$ cat config.mk
export PLATFORM = sky130hd
export DESIGN_NAME = fsic_is_rx_fifo_flat
export DESIGN_NICKNAME = d
export VERILOG_FILES = /design/src/rtl/fsic_is_rx_fifo_if.sv /design/src/rtl/fsic_is_rx_fifo.sv /design/src/flat_wrapper.sv
export SDC_FILE = /design/constraint.sdc
export NUM_CORES = 1
export LEC_CHECK = 0
export ABC_AREA = 0
export CELL_PAD_IN_SITES_DETAIL_PLACEMENT = 1
export CELL_PAD_IN_SITES_GLOBAL_PLACEMENT = 1
export CORE_MARGIN = 2
export CORE_UTILIZATION = 45
export CTS_CLUSTER_DIAMETER = 100
export DETAILED_ROUTE_END_ITERATION = 12
export PLACE_DENSITY_LB_ADDON = 0.3
export SKIP_CTS_REPAIR_TIMING = 1
export SYNTH_ARGS = -nofsm -noshare
export SYNTH_HDL_FRONTEND = slang
export SYNTH_SLANG_ARGS = --single-unit
$ cat constraint.sdc
create_clock -name axis_clk -period 7 [get_ports axis_clk]
set_clock_uncertainty 0.15 [all_clocks]
set_input_delay 1.05 -clock axis_clk [delete_from_list [all_inputs] [get_ports axis_clk]]
set_output_delay 1.05 -clock axis_clk [all_outputs]
set_load 0.05 [all_outputs]
$ cat src/rtl/fsic_is_rx_fifo_if.sv
// AXI-Stream bundle used on both sides of the FSIC serdes RX FIFO.
//   master modport: drives tdata/tstrb/tkeep/tlast/tid/tuser/tvalid, samples tready
//   slave  modport: samples the payload and tvalid, drives tready
interface fsic_is_rx_fifo_if #(
   parameter int unsigned pDATA_WIDTH = 32
);
   logic [pDATA_WIDTH-1:0]   tdata;
   logic [pDATA_WIDTH/8-1:0] tstrb;
   logic [pDATA_WIDTH/8-1:0] tkeep;
   logic                     tlast;
   logic [1:0]               tid;
   logic [1:0]               tuser;
   logic                     tvalid;
   logic                     tready;

   modport master (
      output tdata, tstrb, tkeep, tlast, tid, tuser, tvalid,
      input  tready
   );

   modport slave (
      input  tdata, tstrb, tkeep, tlast, tid, tuser, tvalid,
      output tready
   );
endinterface

$ cat src/rtl/fsic_is_rx_fifo.sv
// Receive-side FIFO behind the IO serdes in the FSIC axis path.
// Every serdes beat is captured (the serdes cannot be stalled) and replayed to the
// local AXI-Stream switch as a first-word-fall-through stream. The flow-control bit
// returned to the remote side is derived from the fill level.
// Ports:
//   axis_clk, axis_rst_n : clock, synchronous active-low reset
//   is_as (slave)        : beats from serdes; is_as.tready is the registered
//                          local-can-accept flag returned to the remote side
//   m (master)           : FWFT output stream, payload = head entry
//   fifo_level           : registered entry count
//   overflow             : sticky, a beat was dropped on a full FIFO
//   overflow_clr         : clears overflow (a same-cycle drop wins)
module fsic_is_rx_fifo #(
   parameter int unsigned pDATA_WIDTH = 32,
   parameter int unsigned pDEPTH      = 8,
   parameter int unsigned pTHRESHOLD  = 4
) (
   input  logic                         axis_clk,
   input  logic                         axis_rst_n,
   fsic_is_rx_fifo_if.slave             is_as,
   fsic_is_rx_fifo_if.master            m,
   output logic [$clog2(pDEPTH+1)-1:0]  fifo_level,
   output logic                         overflow,
   input  logic                         overflow_clr
);
   localparam int unsigned SW = pDATA_WIDTH / 8;
   localparam int unsigned EW = pDATA_WIDTH + 2 * SW + 5;
   localparam int unsigned LW = $clog2(pDEPTH + 1);
   localparam int unsigned PW = $clog2(pDEPTH);

   typedef logic [EW-1:0] entry_t;

   entry_t          mem_q [pDEPTH];
   logic [PW-1:0]   wptr_q, wptr_d;
   logic [PW-1:0]   rptr_q, rptr_d;
   logic [LW-1:0]   level_q, level_d;
   logic            overflow_q, overflow_d;
   logic            tready_q, tready_d;
   logic            push, pop, drop;
   entry_t          wr_entry;
   entry_t          rd_entry;

   assign wr_entry = {is_as.tlast, is_as.tid, is_as.tuser, is_as.tkeep, is_as.tstrb,
                      is_as.tdata};

   always_comb begin
      pop  = (level_q != '0) && m.tready;
      // A pop in the same cycle frees the slot, so a full FIFO can still accept.
      push = is_as.tvalid && ((level_q != LW'(pDEPTH)) || pop);
      drop = is_as.tvalid && !push;

      wptr_d = wptr_q;
      if (push) begin
         wptr_d = (wptr_q == PW'(pDEPTH - 1)) ? '0 : wptr_q + PW'(1);
      end

      rptr_d = rptr_q;
      if (pop) begin
         rptr_d = (rptr_q == PW'(pDEPTH - 1)) ? '0 : rptr_q + PW'(1);
      end

      unique case ({push, pop})
         2'b10:   level_d = level_q + LW'(1);
         2'b01:   level_d = level_q - LW'(1);
         default: level_d = level_q;
      endcase

      // Set wins over clear.
      overflow_d = drop ? 1'b1 : (overflow_clr ? 1'b0 : overflow_q);

      // Headroom kept free for beats already in flight from the remote side.
      tready_d = (pDEPTH - 32'(level_d)) > pTHRESHOLD;
   end

   always_ff @(posedge axis_clk) begin
      if (!axis_rst_n) begin
         wptr_q     <= '0;
         rptr_q     <= '0;
         level_q    <= '0;
         overflow_q <= 1'b0;
         tready_q   <= 1'b0;
      end else begin
         wptr_q     <= wptr_d;
         rptr_q     <= rptr_d;
         level_q    <= level_d;
         overflow_q <= overflow_d;
         tready_q   <= tready_d;
      end
   end

   // Storage needs no reset; validity is tracked by level_q.
   always_ff @(posedge axis_clk) begin
      if (axis_rst_n && push) begin
         mem_q[wptr_q] <= wr_entry;
      end
   end

   always_comb begin
      rd_entry = mem_q[rptr_q];
   end

   assign {m.tlast, m.tid, m.tuser, m.tkeep, m.tstrb, m.tdata} = rd_entry;
   assign m.tvalid     = (level_q != '0);
   assign is_as.tready = tready_q;
   assign fifo_level   = level_q;
   assign overflow     = overflow_q;
endmodule

$ cat src/flat_wrapper.sv
// flat-port wrapper written by rule: the top's interface ports become plain ports
module fsic_is_rx_fifo_flat 
#(
   parameter int unsigned pDATA_WIDTH = 32,
   parameter int unsigned pDEPTH      = 8,
   parameter int unsigned pTHRESHOLD  = 4
)
  (axis_clk, axis_rst_n, fifo_level, overflow, overflow_clr, is_as_tdata, is_as_tstrb, is_as_tkeep, is_as_tlast, is_as_tid, is_as_tuser, is_as_tvalid, is_as_tready, m_tdata, m_tstrb, m_tkeep, m_tlast, m_tid, m_tuser, m_tvalid, m_tready);
  fsic_is_rx_fifo_if #(.pDATA_WIDTH(pDATA_WIDTH)) is_as_i ();
  fsic_is_rx_fifo_if #(.pDATA_WIDTH(pDATA_WIDTH)) m_i ();
  input  logic axis_clk;
  input  logic axis_rst_n;
  output logic [$clog2(pDEPTH+1)-1:0] fifo_level;
  output logic overflow;
  input  logic overflow_clr;
  input wire logic [$bits(is_as_i.tdata)-1:0] is_as_tdata;
  input wire logic [$bits(is_as_i.tstrb)-1:0] is_as_tstrb;
  input wire logic [$bits(is_as_i.tkeep)-1:0] is_as_tkeep;
  input wire logic [$bits(is_as_i.tlast)-1:0] is_as_tlast;
  input wire logic [$bits(is_as_i.tid)-1:0] is_as_tid;
  input wire logic [$bits(is_as_i.tuser)-1:0] is_as_tuser;
  input wire logic [$bits(is_as_i.tvalid)-1:0] is_as_tvalid;
  output wire logic [$bits(is_as_i.tready)-1:0] is_as_tready;
  output wire logic [$bits(m_i.tdata)-1:0] m_tdata;
  output wire logic [$bits(m_i.tstrb)-1:0] m_tstrb;
  output wire logic [$bits(m_i.tkeep)-1:0] m_tkeep;
  output wire logic [$bits(m_i.tlast)-1:0] m_tlast;
  output wire logic [$bits(m_i.tid)-1:0] m_tid;
  output wire logic [$bits(m_i.tuser)-1:0] m_tuser;
  output wire logic [$bits(m_i.tvalid)-1:0] m_tvalid;
  input wire logic [$bits(m_i.tready)-1:0] m_tready;
  assign is_as_i.tdata = is_as_tdata;
  assign is_as_i.tstrb = is_as_tstrb;
  assign is_as_i.tkeep = is_as_tkeep;
  assign is_as_i.tlast = is_as_tlast;
  assign is_as_i.tid = is_as_tid;
  assign is_as_i.tuser = is_as_tuser;
  assign is_as_i.tvalid = is_as_tvalid;
  assign is_as_tready = is_as_i.tready;
  assign m_tdata = m_i.tdata;
  assign m_tstrb = m_i.tstrb;
  assign m_tkeep = m_i.tkeep;
  assign m_tlast = m_i.tlast;
  assign m_tid = m_i.tid;
  assign m_tuser = m_i.tuser;
  assign m_tvalid = m_i.tvalid;
  assign m_i.tready = m_tready;
  fsic_is_rx_fifo #(.pDATA_WIDTH(pDATA_WIDTH), .pDEPTH(pDEPTH), .pTHRESHOLD(pTHRESHOLD)) u_core (.axis_clk(axis_clk), .axis_rst_n(axis_rst_n), .is_as(is_as_i), .m(m_i), .fifo_level(fifo_level), .overflow(overflow), .overflow_clr(overflow_clr));
endmodule
==> results of run 1 <==
critical path, stage by stage, from the launching register on:
cell             delay (ps)
dfxtp_4                 840
buf_4                   550
mux4_1                  650
mux2_2                  290
clkdlybuf4s50_1         700
synth_stat cells (all sizes together) (2+ instances only):
cell	count	area share [%]
edfxtp	360	75
mux4	90	15
mux2	45	3.5
buf	20	1.1
dfxtp	15	2.1
nor2	9	0.23
nand2	8	0.22
clkbuf	7	0.19
ha	7	0.61
a21oi	6	0.21
nor3	6	0.24
inv	5	0.13
nand3	5	0.17
and2	3	0.13
nor2b	3	0.13
xor2	3	0.18
mux2i	2	0.14
nor4	2	0.086
o21ai	2	0.069
or3	2	0.086
state kept, by name, summed over array words and instances, names as in the netlist, named ones only:
register	count
u_core.fifo_level	4
u_core.is_as.tready	1
u_core.mem_q	360
u_core.overflow	1
u_core.rptr_q	3
u_core.wptr_q	3
cell type report:
cell class	instances	area share (%)
well taps	402	2.927
multi-input cells	206	18.70
flip-flops and latches	375	64.71
clock inverters	17	0.7791
clock buffers	51	6.306
repair buffers	114	6.452
diodes	1	0.01456
inverters	5	0.1092
logic make-up after synthesis:
group / after synthesis / share of synthesized area (%)
compound gates: 15 / 0.7002
xor+xnor: 4 / 0.2421
fa+ha+maj: 7 / 0.6050
buf+inv: 32 / 1.374
flops: 375 / 76.76
mux: 137 / 18.71
simple gates: 43 / 1.616
per-layer routing:
metal  wire, um  part of all wire (%)  global-route usage, %  vias to the layer above
met3       1498                   5.2                  3.316                       36
met4        484                   1.7                  4.224                        2
met5         11                 0.038                      0                        -
met2      14740                    51                  30.62                      167
met1      12350                    42                  23.35                     3452
li1           -                     -                      -                     2876
cell usage in the layout, fill, tap and decap left out, types with 2 or more instances in the layout:
| cell | synthesis | routed |
|---|---|---|
| and2_1 | 3 | 3 |
| inv_1 | 4 | 4 |
| bufinv_16 | 0 | 2 |
| ha_1 | 7 | 7 |
| nand2_1 | 7 | 7 |
| nor2b_1 | 3 | 3 |
| mux2i_1 | 2 | 2 |
| clkinv_2 | 0 | 7 |
| mux4_2 | 49 | 49 |
| clkbuf_16 | 0 | 41 |
| dfxtp_4 | 0 | 2 |
| buf_4 | 0 | 13 |
| a21oi_1 | 6 | 6 |
| nor2_4 | 0 | 2 |
| or3_1 | 2 | 2 |
| nor3_2 | 1 | 5 |
| dfxtp_1 | 15 | 12 |
| xor2_1 | 3 | 3 |
| clkinv_1 | 0 | 6 |
| nand3_1 | 5 | 5 |
| nor2_1 | 9 | 7 |
| clkbuf_1 | 6 | 8 |
| nor4_2 | 0 | 2 |
| mux4_1 | 41 | 41 |
| clkdlybuf4s50_1 | 0 | 101 |
| edfxtp_1 | 360 | 360 |
| clkbuf_8 | 0 | 2 |
| mux2_2 | 45 | 45 |
metrics by stage:
| stage | hold slack, ps | util, % | power, mW | instances | cell area, um^2 |
|---|---|---|---|---|---|
| finish | 364.0 | 54.31 | 5.922 | 1171 | 17180 |
| global route | 393.2 | 54.30 | 6.135 | 1170 | 17180 |
| detailed placement | 354.3 | 50.46 | 4.021 | 1102 | 15960 |
| CTS | 362.1 | 54.30 | 5.989 | 1170 | 17180 |
| floorplan | 303.5 | - | 3.657 | 613 | 14480 |
| global placement | 310.8 | 50.46 | 3.984 | 1102 | 15960 |
power by group:
| group | leakage (nW) | switching, mW | internal, mW |
|---|---|---|---|
| combinational | 1.47 | 0.737 | 0.600 |
| clock | 0.598 | 0.804 | 1.16 |
| sequential | 3.38 | 0.101 | 2.52 |
worst paths after layout:
kind                    endpoint  cells past startpoint
max                  m_tdata[14]                      4
min                    flip-flop                      2
max reg2reg  u_core.is_as.tready                     10
min reg2reg            flip-flop                      2
==> flow_summary_export.csv, run 1 <==
group,metric,value,unit
run_status,outcome,"finished, final reports clean",
floorplanning,boundaryPins,102,
timing,totalNegativeSetupSlack,0,ps
worst_setup_path,end_kind,"output pin",
timing,min_cycle_time_layout,4792,ps
synth,asyncSetResetFlopFracSynth,0,%
timing,final_count_of_pins_violating_max_slew,0,
drt,finalWirelength,29.09,mm
timing,final.period_utilization,68.46,%
pwr,max-vdd-ir-drop,0.1959,mV
min_path,holdCritPathClass,"reg -> reg",
synth,netlist_area,14480,um^2
synth,synth-seq-area-share,76.76,%
floorplanning,die_boundary_height,183.4,um
timing,fmax,0.2087,GHz
worst_setup_path,critical_path.max_fanout,39,
floorplanning,die_width,183.4,um
synth,postSynthRegisterBits,375,
worst_setup_path,r2r_slack,3910,ps
global_route,first_global_vias,7227,
floorplanning,initial_core_util,45.75,%
timing,timing_hold_violations_final,0,
drt,detail_route.wl_per_cell,24.84,um
global_route,grt_max_degree,49,
synth,synth-edff-count,360,
layout,multi_input_comb_area,3213,um^2
floorplanning,coreArea,31640,um^2
clocking,clkSinkCount,375,
clocking,h-tree-depth,2,
timing,finalWorstSetupSlack,2208,ps
synth,yosysWarningCount,0,
layout,storage_element_area,11120,um^2
synth,syn_avg_cell_area,23.61,um^2
clocking,cts-buffers-inserted,40,
clocking,cts-root-buf,"clkbuf_16",
placed_design,gp_congestion,0.6906,
worst_setup_path,worst-endpoint-required,5800,ps
drt,drc_violation_total_after_the_first_tritonroute_iteration,571,
clocking,clock_latency,510,ps
layout,final_layout_size_suffix_gt1_share,23.05,%
drt,dr_total_vias,6533,
drt,drt_first_pass_iters,4,
global_route,grt_overflow_total,0,
synth,synth.distinct_cells,41,
synth,synth_fp_nets,670,
min_path,holdCritStartpoint,"u_core.rptr_q[2]",
drt,drt.antenna.violating_nets,0,
floorplanning,dieArea,33620,um^2
placed_design,buffers_on_ports,101,
layout,areaGrowthSynthToFinish,18.70,%
timing,setup_viol,0,
floorplanning,core.rowCount,65,
worst_setup_path,setup.worst_path.start_class,"flip-flop",
timing,unrepaired_setup_endpoints_after_global_routing,"no",
placed_design,detailedPlace.worstSlack,2682,ps
pwr,standby_leakage_power,5.440,nW
clocking,cts.clk_slew.worst_paths,60,ps
flow_run,cap_viol_max_count,0,
synth,synthCells,613,
global_route,gr-usage-all-layers,17.68,%
pwr,pwr_per_cell_area,344.6,nW/um^2
clocking,cts_max_path_buffers,3,
global_route,grt_first_pass_wirelength,43.96,mm
drt,drc,0,
synth,dominantRegCellSynth,"edfxtp_1",
worst_setup_path,crit_path_class,"reg -> out",
timing,slew_hr,25.67,%
global_route,antenna_found_initial,1,
layout,nNetsFinal,799,
placed_design,post-dp-hpwl,15.65,mm
layout,layout.filler_cells,2702,
drt,vias_per_cell,5.579,
clocking,tritoncts_clock_tree,"built",
worst_setup_path,worstReg2RegStart,"u_core.fifo_level[0]",
worst_setup_path,critical_path_arrival,3590,ps
timing,worst_slew_pin_slew,1112,ps
Note: power is estimated with default switching activity, not from simulation.
==> inputs of run 2 (changes only) <==
- clock period: 7 -> 3.9 ns (I/O delays scaled with it)
==> flow_summary_export.csv, run 2 (synthesis results as in run 1) <==
group,metric,value,unit
layout,final_layout_size_suffix_gt1_share,23.45,%
timing,unrepaired_setup_endpoints_after_global_routing,"no",
clocking,clock_latency,510,ps
global_route,first_global_vias,7476,
pwr,max-vdd-ir-drop,0.4220,mV
clocking,cts-buffers-inserted,40,
worst_setup_path,critical_path.max_fanout,30,
global_route,gr-usage-all-layers,18.16,%
clocking,h-tree-depth,2,
clocking,cts_max_path_buffers,3,
timing,final_count_of_pins_violating_max_slew,0,
flow_run,cap_viol_max_count,0,
placed_design,detailedPlace.worstSlack,551.1,ps
worst_setup_path,crit_path_class,"reg -> out",
pwr,standby_leakage_power,5.518,nW
layout,areaGrowthSynthToFinish,20.59,%
drt,drt.antenna.violating_nets,0,
min_path,holdCritStartpoint,"u_core.rptr_q[2]",
clocking,cts.clk_slew.worst_paths,60,ps
timing,final.period_utilization,94.77,%
timing,slew_hr,55.63,%
placed_design,buffers_on_ports,101,
layout,multi_input_comb_area,3231,um^2
worst_setup_path,timing.rr.end,"u_core.is_as.tready",
drt,finalWirelength,29.42,mm
clocking,tritoncts_clock_tree,"built",
global_route,grt_max_degree,46,
pwr,pwr_per_cell_area,621.1,nW/um^2
worst_setup_path,worst-endpoint-required,3160,ps
timing,fmax,0.2705,GHz
run_status,outcome,"finished, final reports clean",
placed_design,post-dp-hpwl,15.52,mm
layout,top_register,"u_core.mem_q",
worst_setup_path,critical-path-slowest-cell,"clkdlybuf4s50_1",
drt,drc,0,
worst_setup_path,path_delay_family,"buffers and inverters",
timing,holdWs,356.2,ps
worst_setup_path,worstReg2RegStart,"u_core.fifo_level[0]",
worst_setup_path,cp_slowest_stage_delay,710,ps
timing,finalWorstSetupSlack,203.8,ps
global_route,grt_first_pass_wirelength,45.32,mm
worst_setup_path,end_kind,"output pin",
worst_setup_path,r2r_slack,720,ps
floorplanning,coreArea,31640,um^2
layout,largest_register_ff_count,360,
worst_setup_path,critical_path_arrival,2960,ps
drt,detail_route.wl_per_cell,24.98,um
clocking,clkSinkCount,375,
floorplanning,initial_core_util,45.75,%
drt,drc_violation_total_after_the_first_tritonroute_iteration,348,
timing,min_cycle_time_layout,3696,ps
worst_setup_path,worst_r2r_path_depth,10,
layout,layout.filler_cells,2668,
layout,antenna_cells_inserted,0,
timing,setup_viol,0,
floorplanning,core.rowCount,65,
drt,dr_total_vias,6584,
timing,timing_hold_violations_final,0,
layout,layout.cells.most_common_list,"edfxtp_1, clkdlybuf4s50_1, mux4_2",
worst_setup_path,critical_path_buf_inv_count,2,
timing,worst_slew_pin_slew,658.4,ps
floorplanning,dieArea,33620,um^2
drt,vias_per_cell,5.589,
layout,nNetsFinal,801,
floorplanning,boundaryPins,102,
layout,storage_element_area,11120,um^2
global_route,grt_overflow_total,0,
drt,drt_first_pass_iters,6,
min_path,min_path_cells,2,
placed_design,gp_congestion,0.7284,
floorplanning,die_width,183.4,um
floorplanning,die_boundary_height,183.4,um
clocking,cts-root-buf,"clkbuf_16",
worst_setup_path,worstPathCellList,"buf_12, mux4_1, mux2_2, clkdlybuf4s50_1",
worst_setup_path,setup.worst_path.start_class,"flip-flop",
layout,layout.cells.most_common,"edfxtp_1",
min_path,holdCritPathClass,"reg -> reg",
global_route,antenna_found_initial,0,
run 2: how the worst max path moves through the flow:
stage / endpoint / slack [ps] / cells past startpoint
finish: m_tlast / 200 / 4
global route: m_tlast / 80 / 4
CTS: m_tlast / 150 / 4
detailed placement: u_core.is_as.tready / 550 / 11
global placement: u_core.is_as.tready / 740 / 11
floorplan: u_core.mem_q[6][0] / -1160 / 5
run 2: stage by stage:
step / instances / instance area [um^2] / TNS, ps / util, % / total power [mW]
floorplan: 613 / 14490 / -254860 / - / 6.564
global placement: 1104 / 16170 / 0 / 51.11 / 7.224
detailed placement: 1104 / 16170 / 0 / 51.11 / 7.281
CTS: 1178 / 17460 / 0 / 55.18 / 10.98
global route: 1178 / 17460 / 0 / 55.18 / 11.26
finish: 1178 / 17460 / 0 / 55.18 / 10.84
run 2: worst register-to-register path: stages (launching register included):
cell	delay (ps)
dfxtp_1	400
o41ai_2	700
inv_1	210
ha_1	320
xor2_1	180
ha_1	200
a21oi_1	160
mux2i_1	320
xnor2_1	200
o21ai_0	140
o21ai_1	130
run 2: per-layer routing:
layer / track usage (%) / wire [um] / up-vias
met5: 0 / 0 / -
met4: 4.448 / 447 / 0
met3: 3.118 / 1010 / 33
met2: 31.76 / 15290 / 128
met1: 23.87 / 12680 / 3524
li1: - / - / 2899
run 2: area by class of cell:
class,instances,area share (%)
Multi-Input combinational cell,206,18.51
Clock buffer,53,6.258
Timing Repair Buffer,116,7.440
Clock inverter,21,1.104
Sequential cell,375,63.70
Inverter,5,0.1075
Tap cell,402,2.882
run 2: report_power, final:
group	internal, mW	switching (mW)	leakage [nW]	total [mW]
clock	2.18	1.48	0.625	3.66
sequential	4.52	0.124	3.38	4.64
combinational	1.13	1.40	1.52	2.53
==> inputs of run 3 (changes only) <==
- CTS_BUF_LIST: default -> sky130_fd_sc_hd__clkbuf_4
==> flow_summary_export.csv, run 3 (synthesis results as in run 1) <==
group,metric,value,unit
layout,fin_util,55.14,%
timing,unrepaired_setup_endpoints_after_global_routing,"no",
worst_setup_path,worst-endpoint-required,3160,ps
placed_design,placement.cell_area,16170,um^2
global_route,grt_overflow_total,0,
pwr,pwr_per_cell_area,589.9,nW/um^2
layout,final_layout_size_suffix_gt1_share,30.80,%
layout,layout.cells.most_common,"edfxtp_1",
worst_setup_path,critical_path.max_fanout,28,
clocking,cts-buffers-inserted,96,
global_route,grt_max_degree,46,
layout,nNetsFinal,858,
drt,detail_route.wl_per_cell,23.69,um
timing,fmax,0.2674,GHz
drt,drc,0,
pwr,max-vdd-ir-drop,0.3665,mV
floorplanning,core.rowCount,65,
clocking,cts.clk_slew.worst_paths,60,ps
clocking,tritoncts_clock_tree,"built",
timing,final.period_utilization,95.89,%
min_path,holdCritPathClass,"reg -> reg",
global_route,gr-usage-all-layers,18.59,%
drt,finalWirelength,30.15,mm
floorplanning,dieArea,33620,um^2
drt,vias_per_cell,5.465,
global_route,antenna_found_initial,1,
clocking,cts-root-buf,"clkbuf_4",
run_status,outcome,"finished, final reports clean",
placed_design,post-dp-hpwl,15.52,mm
timing,final_count_of_pins_violating_max_slew,0,
clocking,clkSinkCount,375,
timing,worst_slew_pin_slew,658.8,ps
floorplanning,boundaryPins,102,
clocking,cts_max_path_buffers,3,
layout,areaGrowthSynthToFinish,20.52,%
drt,drt_first_pass_iters,4,
timing,setup_viol,0,
layout,stdcell_area,17450,um^2
timing,min_cycle_time_layout,3740,ps
clocking,h-tree-depth,3,
drt,drt.antenna.violating_nets,0,
floorplanning,initial_core_util,45.75,%
layout,top_register,"u_core.mem_q",
worst_setup_path,r2r_slack,830,ps
placed_design,gp_congestion,0.7284,
floorplanning,die_width,183.4,um
drt,dr_total_vias,6957,
drt,drc_violation_total_after_the_first_tritonroute_iteration,343,
worst_setup_path,critical_path_arrival,3000,ps
worst_setup_path,crit_path_class,"reg -> out",
floorplanning,die_boundary_height,183.4,um
global_route,first_global_vias,7921,
floorplanning,coreArea,31640,um^2
worst_setup_path,setup.worst_path.start_class,"flip-flop",
layout,largest_register_ff_count,360,
worst_setup_path,end_kind,"output pin",
flow_run,cap_viol_max_count,0,
layout,layout.cells.most_common_list,"edfxtp_1, clkbuf_4, clkdlybuf4s50_1",
placed_design,buffers_on_ports,101,
timing,slew_hr,55.60,%
clocking,clock_latency,690,ps
pwr,standby_leakage_power,5.959,nW
global_route,grt_first_pass_wirelength,46.32,mm
timing,timing_hold_violations_final,0,
## run 3: changes by cell type in the layout (fill, tap and decap cells not counted), sizes merged
cell           delta
bufinv            -3
clkbuf           +81
clkinv           +15
inv               +2
diode             +1
buf               +1
clkinvlp          -2
clkdlybuf4s50    -40
dlymetal6s2s     +40
## run 3: through the flow
stage | worst slack (ps) | setup TNS (ps) | hold slack (ps) | std cells | total power [mW]
2_1_floorplan | -1163 | -254860 | 303.5 | 613 | 6.564
3_3_place_gp | 737.8 | 0 | 313.5 | 1104 | 7.224
3_5_place_dp | 551.1 | 0 | 348.6 | 1104 | 7.281
4_1_cts | -72.74 | -681.2 | 298.5 | 1271 | 10.48
5_1_grt | 1.143 | 0 | 343.7 | 1273 | 10.80
6_report | 160.1 | 0 | 301.8 | 1273 | 10.29
## run 3: per-layer routing
metal	share of wire [%]	global-route usage, %	up-vias	routed length [um]
li1	-	-	3057	-
met1	42	23.48	3667	12740
met2	52	31.41	189	15540
met4	1.6	6.496	0	496
met5	0	0	-	0
met3	4.5	4.786	44	1369
## run 3: worst max-delay path: stages, from the launching register on
cell and delay, ps:
dfxtp_4 520, buf_12 280, mux4_2 540, mux2_2 270
clkdlybuf4s50_1 690
## run 3: worst paths after layout
kind	from	endpoint	cells after the start
worst max-delay path	flip-flop	m_tdata[27]	4
worst min-delay path	u_core.rptr_q[2]	flip-flop	2
worst max register to register	u_core.fifo_level[0]	u_core.is_as.tready	10
worst min register to register	u_core.rptr_q[2]	flip-flop	2
## run 3: cell type report
cell class,count,area (um^2)
multi-input combinational,206,3231
timing repair buffer,117,1426
clock inverter,33,138.9
tap,402,503.0
inverter,5,18.77
sequential,375,11120
antenna,1,2.502
clock buffer,134,1006
fill,2745,14190
## run 3: power by group
group	internal [mW]	switching, mW	total, mW
Clock	1.59	1.54	3.13
Sequential	4.52	0.115	4.63
Combinational	1.12	1.41	2.53
Total	7.23	3.06	10.3
